--- config.mk ---
export PLATFORM = sky130hd
export DESIGN_NAME = instruction_fetch_unit_flat
export DESIGN_NICKNAME = d
export VERILOG_FILES = /design/src/rtl/fetch_pkg.sv /design/src/rtl/instruction_fetch_unit_if.sv /design/src/rtl/fetch_wait_timer.sv /design/src/rtl/instruction_fetch_unit.sv /design/src/flat_wrapper.sv
export SDC_FILE = /design/constraint.sdc
export NUM_CORES = 1
export LEC_CHECK = 0
export BUFFER_PORTS_ARGS = -buffer_cell sky130_fd_sc_hd__buf_2
export CORE_MARGIN = 2
export CORE_UTILIZATION = 40
export DETAILED_ROUTE_END_ITERATION = 10
export GPL_ROUTABILITY_DRIVEN = 0
export PLACE_DENSITY_LB_ADDON = 0.12
export SLEW_MARGIN = 20
export SYNTH_ARGS = -nofsm -noshare
export SYNTH_HDL_FRONTEND = slang
export SYNTH_HIERARCHICAL = 1
export SYNTH_SLANG_ARGS = --single-unit
--- constraint.sdc ---
create_clock -name Clock -period 2.5 [get_ports Clock]
set_input_delay 0.125 -clock Clock [delete_from_list [all_inputs] [get_ports Clock]]
set_output_delay 0.125 -clock Clock [all_outputs]
set_load 0.02 [all_outputs]
--- src/rtl/fetch_pkg.sv ---
// ---------------------------------------------------------------------------
// fetch_pkg
// Shared types and constants for the instruction fetch unit: FSM state
// encoding, address-register-file control codes and the wait-counter width.
// No ports (package).
// ---------------------------------------------------------------------------
package fetch_pkg;

  typedef enum logic [2:0] {
    ST_IDLE   = 3'd0,
    ST_REQ_LO = 3'd1,
    ST_INC_LO = 3'd2,
    ST_REQ_HI = 3'd3,
    ST_INC_HI = 3'd4,
    ST_DONE   = 3'd5
  } fetch_state_e;

  // Address register file function select
  localparam logic [2:0] FUN_HOLD    = 3'b000;
  localparam logic [2:0] FUN_INC     = 3'b001;

  // Active-low per-register enables: bit2 PC, bit1 AR, bit0 SP
  localparam logic [2:0] REGSEL_NONE = 3'b111;
  localparam logic [2:0] REGSEL_PC   = 3'b011;

  // D-port source select
  localparam logic [1:0] OUTD_PC     = 2'b00;

  localparam int unsigned WAIT_W     = 8;

  function automatic logic is_req_state(input fetch_state_e s);
    return (s == ST_REQ_LO) || (s == ST_REQ_HI);
  endfunction

endpackage

--- src/rtl/instruction_fetch_unit_if.sv ---
// ---------------------------------------------------------------------------
// instruction_fetch_unit_if
// Byte-wide program memory read handshake.
//   MemReq   : read request (master -> memory)
//   MemAddr  : 16-bit byte address (master -> memory)
//   MemRdata : read data, valid while MemAck=1 (memory -> master)
//   MemAck   : acknowledge, one cycle per request (memory -> master)
// Modports: master (fetch unit), slave (memory).
// ---------------------------------------------------------------------------
interface instruction_fetch_unit_if;

  logic        MemReq;
  logic [15:0] MemAddr;
  logic [7:0]  MemRdata;
  logic        MemAck;

  modport master (output MemReq, output MemAddr, input MemRdata, input MemAck);
  modport slave  (input MemReq, input MemAddr, output MemRdata, output MemAck);

endinterface

--- src/rtl/fetch_wait_timer.sv ---
// ---------------------------------------------------------------------------
// fetch_wait_timer
// 8-bit wait counter for a pending memory request.
//   Clock         : system clock, rising edge
//   Reset         : synchronous, active-low
//   clr           : clear the count (has priority over en)
//   en            : count one wait cycle
//   limit_reached : count equals WAIT_LIMIT-1 (last permitted wait cycle)
// ---------------------------------------------------------------------------
module fetch_wait_timer
  import fetch_pkg::*;
#(
  parameter int unsigned WAIT_LIMIT = 15
) (
  input  logic Clock,
  input  logic Reset,
  input  logic clr,
  input  logic en,
  output logic limit_reached
);

  localparam logic [WAIT_W-1:0] LAST_COUNT = WAIT_W'(WAIT_LIMIT - 1);

  logic [WAIT_W-1:0] count_q, count_d;

  // NOTE: every signal written in always_comb gets a default first so no
  // path leaves it unassigned; otherwise synthesis infers a latch.
  always_comb begin
    count_d = count_q;
    if (clr) begin
      count_d = '0;
    end else if (en) begin
      count_d = count_q + WAIT_W'(1);
    end
  end

  // NOTE: sequential state uses non-blocking assignments so all flops update
  // together from pre-edge values, regardless of statement order.
  always_ff @(posedge Clock) begin
    if (!Reset) begin
      count_q <= '0;
    end else begin
      count_q <= count_d;
    end
  end

  assign limit_reached = (count_q == LAST_COUNT);

endmodule

--- src/rtl/instruction_fetch_unit.sv ---
// ---------------------------------------------------------------------------
// instruction_fetch_unit
// Fetches one 16-bit instruction as two little-endian byte reads from
// program memory, addressed by the PC on the address register file's D port,
// incrementing the PC after each accepted byte.
//   Clock, Reset : system clock; synchronous active-low reset
//   Start        : begin a fetch (sampled only in IDLE)
//   Flush        : abort any fetch in progress
//   Address      : PC from the address register file D output
//   mem          : memory read handshake (master side)
//   ARF_FunSel   : register function select (FUN_INC during INC states)
//   ARF_RegSel   : active-low register enables (REGSEL_PC during INC states)
//   ARF_OutDSel  : D-port source, always the PC
//   IR           : assembled instruction, held between fetches
//   IRValid      : one-cycle pulse once both bytes are in IR
//   Busy         : FSM not in IDLE
//   FetchErr     : one-cycle pulse after a request times out
// ---------------------------------------------------------------------------
module instruction_fetch_unit
  import fetch_pkg::*;
#(
  parameter int unsigned WAIT_LIMIT = 15
) (
  input  logic                            Clock,
  input  logic                            Reset,
  input  logic                            Start,
  input  logic                            Flush,
  input  logic [15:0]                     Address,
  instruction_fetch_unit_if.master        mem,
  output logic [2:0]                      ARF_FunSel,
  output logic [2:0]                      ARF_RegSel,
  output logic [1:0]                      ARF_OutDSel,
  output logic [15:0]                     IR,
  output logic                            IRValid,
  output logic                            Busy,
  output logic                            FetchErr
);

  fetch_state_e state_q, state_d;
  logic [15:0]  ir_q, ir_d;
  logic         fetch_err_q, fetch_err_d;

  logic in_req;
  logic limit_reached;
  logic timeout;

  assign in_req  = is_req_state(state_q);
  // Last permitted wait cycle passed without an acknowledge.
  assign timeout = in_req && !mem.MemAck && limit_reached;

  // Counter is held clear outside REQ states, so it starts from zero on
  // entry to each REQ state (INC_LO always precedes REQ_HI).
  fetch_wait_timer #(
    .WAIT_LIMIT (WAIT_LIMIT)
  ) u_wait_timer (
    .Clock         (Clock),
    .Reset         (Reset),
    .clr           (!in_req),
    .en            (in_req && !mem.MemAck),
    .limit_reached (limit_reached)
  );

  // State register, IR and error pulse.
  // NOTE: IR is a plain register and is reset with the FSM; it is not a
  // memory array, so resetting it costs nothing special.
  always_ff @(posedge Clock) begin
    if (!Reset) begin
      state_q     <= ST_IDLE;
      ir_q        <= '0;
      fetch_err_q <= 1'b0;
    end else begin
      state_q     <= state_d;
      ir_q        <= ir_d;
      fetch_err_q <= fetch_err_d;
    end
  end

  // Next-state logic. Flush overrides everything, including an acknowledge.
  always_comb begin
    state_d = state_q;
    unique case (state_q)
      ST_IDLE:   if (Start) state_d = ST_REQ_LO;
      ST_REQ_LO: begin
        if (mem.MemAck)   state_d = ST_INC_LO;
        else if (timeout) state_d = ST_IDLE;
      end
      ST_INC_LO: state_d = ST_REQ_HI;
      ST_REQ_HI: begin
        if (mem.MemAck)   state_d = ST_INC_HI;
        else if (timeout) state_d = ST_IDLE;
      end
      ST_INC_HI: state_d = ST_DONE;
      ST_DONE:   state_d = ST_IDLE;
      default:   state_d = ST_IDLE;
    endcase
    if (Flush && (state_q != ST_IDLE)) begin
      state_d = ST_IDLE;
    end
  end

  // Byte capture happens on the acknowledge even when Flush is asserted.
  always_comb begin
    ir_d = ir_q;
    if (in_req && mem.MemAck) begin
      if (state_q == ST_REQ_LO) ir_d[7:0]  = mem.MemRdata;
      else                      ir_d[15:8] = mem.MemRdata;
    end
  end

  // A flush in the same cycle takes precedence and is not reported as an error.
  assign fetch_err_d = timeout && !Flush;

  // Output decode: purely a function of the current state.
  always_comb begin
    mem.MemReq  = 1'b0;
    mem.MemAddr = 16'h0000;
    ARF_FunSel  = FUN_HOLD;
    ARF_RegSel  = REGSEL_NONE;
    IRValid     = 1'b0;
    unique case (state_q)
      ST_REQ_LO, ST_REQ_HI: begin
        mem.MemReq  = 1'b1;
        mem.MemAddr = Address;
      end
      ST_INC_LO, ST_INC_HI: begin
        ARF_FunSel = FUN_INC;
        ARF_RegSel = REGSEL_PC;
      end
      ST_DONE: IRValid = 1'b1;
      default: ;
    endcase
  end

  assign ARF_OutDSel = OUTD_PC;
  assign IR          = ir_q;
  assign Busy        = (state_q != ST_IDLE);
  assign FetchErr    = fetch_err_q;

endmodule

--- src/flat_wrapper.sv ---
// flat-port wrapper written by rule: the top's interface ports become plain ports
module instruction_fetch_unit_flat import fetch_pkg::*;
#(
  parameter int unsigned WAIT_LIMIT = 15
)
  (Clock, Reset, Start, Flush, Address, ARF_FunSel, ARF_RegSel, ARF_OutDSel, IR, IRValid, Busy, FetchErr, mem_MemReq, mem_MemAddr, mem_MemRdata, mem_MemAck);
  instruction_fetch_unit_if mem_i ();
  input  logic Clock;
  input  logic Reset;
  input  logic Start;
  input  logic Flush;
  input  logic [15:0] Address;
  output logic [2:0] ARF_FunSel;
  output logic [2:0] ARF_RegSel;
  output logic [1:0] ARF_OutDSel;
  output logic [15:0] IR;
  output logic IRValid;
  output logic Busy;
  output logic FetchErr;
  output wire logic [$bits(mem_i.MemReq)-1:0] mem_MemReq;
  output wire logic [$bits(mem_i.MemAddr)-1:0] mem_MemAddr;
  input wire logic [$bits(mem_i.MemRdata)-1:0] mem_MemRdata;
  input wire logic [$bits(mem_i.MemAck)-1:0] mem_MemAck;
  assign mem_MemReq = mem_i.MemReq;
  assign mem_MemAddr = mem_i.MemAddr;
  assign mem_i.MemRdata = mem_MemRdata;
  assign mem_i.MemAck = mem_MemAck;
  instruction_fetch_unit #(.WAIT_LIMIT(WAIT_LIMIT)) u_core (.Clock(Clock), .Reset(Reset), .Start(Start), .Flush(Flush), .Address(Address), .mem(mem_i), .ARF_FunSel(ARF_FunSel), .ARF_RegSel(ARF_RegSel), .ARF_OutDSel(ARF_OutDSel), .IR(IR), .IRValid(IRValid), .Busy(Busy), .FetchErr(FetchErr));
endmodule
==> results.sh <==
export IMPL_outcome="finished, final reports clean"
export IMPL_synthMuxAreaShare_pct=0
export IMPL_worst_pin_slew_ps=533
export IMPL_critPathKind="register to register"
export IMPL_initial_core_util_pct=42.3
export IMPL_layout_commonest_cell="buf_2"
export IMPL_yosysTopAreaCellShare_pct=38.8
export IMPL_grt_pass1_vias=1166
export IMPL_synth_cell_types=41
export IMPL_dieWidth_um=64.1
export IMPL_setup_violations_final=0
export IMPL_drt_pass1_iterations=4
export IMPL_startpoint_type="register"
export IMPL_fillers=335
export IMPL_synth_xor_area_share_pct=3.03
export IMPL_crit_path_end_kind="register"
export IMPL_htreeDepth=1
export IMPL_drc=0
export IMPL_nets=254
export IMPL_peakVddDrop_uv=212
export IMPL_clk_latency_ps=310
export IMPL_cap_violations=0
export IMPL_antenna_diode_count=0
export IMPL_fp_row_count=21
export IMPL_clock_skew_final_ps=1.70
export IMPL_timing_slew_headroom_pct=64.1
export IMPL_fin_setup_tns_ps=0
export IMPL_vias=1278
export IMPL_clockBufferDepth=2
export IMPL_gr_total_overflow=0
export IMPL_rrSetupSlack_ps=410
export IMPL_synth_yosys_seq_area_share_pct=38.8
export IMPL_leakagePower_nw=0.851
export IMPL_wl_per_cell_um=10.8
export IMPL_areaGrowthSynthToFinish_pct=22.5
export IMPL_startpoint="u_core/state_q[0]$_SDFFE_PP0P_"
export IMPL_drt_iter0_drc=43
export IMPL_cts_tree="built"
export IMPL_grt_usage_pct=13.7
export IMPL_cts_inserted_buffers=3
export IMPL_syn_area_per_cell_um2=8.81
export IMPL_clkSinkCount=28
export IMPL_netlist_top_cell_by_area="dfxtp_1"
export IMPL_critPathRequiredTime_ps=2770
export IMPL_viasPerCell=4.77
export IMPL_antenna_found_initial=0
export IMPL_rsz0062_at_grt="no"
export IMPL_core_area_um2=3420
export IMPL_grt_max_degree=29
export IMPL_ioPinCount=73
export IMPL_synth_simple_gate_area_share_pct=30.6
export IMPL_drive_above_1_share_pct=38.7
export IMPL_syn_inst=164
export IMPL_cts_root_buffer="clkbuf_4"
export IMPL_die_h_um=64.1
export IMPL_fin_crit_ps=2090
export IMPL_min_path_type="primary input to register"
export IMPL_ys_flop_type="dfxtp_1"
export IMPL_hold_viol_final=0
export IMPL_yosys_top_cells_area="dfxtp_1 (39%), and2_1 (6.9%), nand3_1 (4.8%)"
export IMPL_async_flop_share_pct=0
export IMPL_synth_compound_area_share_pct=13.7
export IMPL_path_clk_slew_ps=140
export IMPL_p_per_area_nw_per_um2=522
export IMPL_synth_top_family_by_area="simple AND/OR/NAND/NOR gates"
export IMPL_ctsHoldBuffers=0
export IMPL_mostFrequentLayoutCells="buf_2 (66), dfxtp_1 (28), and2_1 (16)"
export IMPL_dpl_hpwl_um=2270
export IMPL_drv_slew=0
export IMPL_synth_fa_ha_area_share_pct=1.73
export IMPL_wirelength_um=2890
export IMPL_rr_startpoint="u_core/state_q[0]$_SDFFE_PP0P_"
export IMPL_die_area_um2=4110
export IMPL_grt_pass1_wl_um=4730
export IMPL_postCtsSetupBuffers=0
export IMPL_ys_warn_count=6
export IMPL_fmax_mhz=479
export IMPL_final_util_pct=51.8
export IMPL_final_antenna_net_count=0
export IMPL_synth_seq_cells=28
export IMPL_syn_area_um2=1450
export IMPL_critPathArrivalTime_ps=2360
export IMPL_crit_end="u_core/u_wait_timer/count_q[7]$_SDFFE_PP0P_"
export IMPL_port_buffers=66
export IMPL_finalCritPeriodShare_pct=83.5
export IMPL_reg2reg_depth=5
export IMPL_r2r_end="u_core/u_wait_timer/count_q[7]$_SDFFE_PP0P_"
export IMPL_cts_resized=0
export IMPL_worst_path_max_fanout=18
export IMPL_synth_edff_count=0
flip-flops by register name, summed over array words and instances, names as in the netlist:
name,flops
u_core/state_q,3
u_core/IR,16
u_core/FetchErr,1
u_core/u_wait_timer/count_q,8
logic make-up (layout without fill, tap and decap cells):
group / after synthesis / after routing
and+or+nand+nor: 73 / 73
buffers and inverters: 24 / 78
adders and majority gates: 2 / 2
AOI/OAI and AO/OA: 30 / 30
DFF: 28 / 28
xor gates and xnor gates: 5 / 5
other: 2 / 6
routing by layer:
layer / wire length [um] / vias to the layer above / GRT usage (%)
li1: - / 668 / -
met5: 0 / - / 0
met4: 0 / 0 / 1.60
met1: 1260 / 555 / 16.0
met2: 1410 / 55 / 26.0
met3: 215 / 0 / 2.82
critical path, cell delays in order, from the launching register on:
cell and delay, ps:
dfxtp_1 590, nor2b_4 380, inv_1 130, nand2b_1 290, or4_1 580, nand2_1 80
final cells by class:
type	count	area, um2	area share [%]
clock inverters	1	30.0	1.70
repair buffers	68	345	19.5
multi-input cells	116	732	41.3
inverters	6	22.5	1.27
flip-flops and latches	28	561	31.7
well taps	46	57.6	3.25
clock buffers	3	22.5	1.27
worst min path at each step:
stage / start / endpoint / slack (ps) / depth (start not counted)
floorplan: mem_MemAck / u_core/FetchErr$_SDFF_PN0_ / 200 / 1
global route: mem_MemRdata[5] / u_core/IR[5]$_SDFFE_PN0P_ / 40 / 3
CTS: mem_MemRdata[6] / u_core/IR[6]$_SDFFE_PN0P_ / 40 / 3
detailed placement: mem_MemRdata[6] / u_core/IR[6]$_SDFFE_PN0P_ / 400 / 3
finish: mem_MemRdata[5] / u_core/IR[5]$_SDFFE_PN0P_ / 60 / 3
global placement: mem_MemRdata[6] / u_core/IR[6]$_SDFFE_PN0P_ / 390 / 3
stage by stage:
stage / total power (W) / setup WS, ps / area, um2 / hold slack [ps] / cells
after floorplan: 0.000610 / 910 / 1460 / 203 / 168
after global placement: 0.000647 / 583 / 1720 / 389 / 264
after detailed placement: 0.000650 / 457 / 1720 / 398 / 264
after CTS: 0.000936 / 405 / 1770 / 44.9 / 268
after global routing: 0.000973 / 282 / 1770 / 38.3 / 268
final: 0.000924 / 413 / 1770 / 55.3 / 268
report_power, final:
group          leakage [nW]  internal [W]  total, W  switching [W]
clock                0.0279      0.000162  0.000286       0.000124
combinational         0.597     0.0000653  0.000171       0.000106
sequential            0.226      0.000456  0.000467      0.0000114
cell usage after synthesis (all sizes together) (2+ instances only):
| cell | count |
|---|---|
| dfxtp | 28 |
| o21ai | 20 |
| buf | 17 |
| and2 | 16 |
| nand3 | 16 |
| nand2 | 13 |
| nor2 | 7 |
| inv | 6 |
| a21oi | 4 |
| nand4 | 4 |
| xor2 | 4 |
| nor2b | 3 |
| nor4 | 3 |
| conb | 2 |
| ha | 2 |
| nand2b | 2 |
| nand4b | 2 |
| or3 | 2 |
Note: power is estimated with default switching activity, not from simulation.
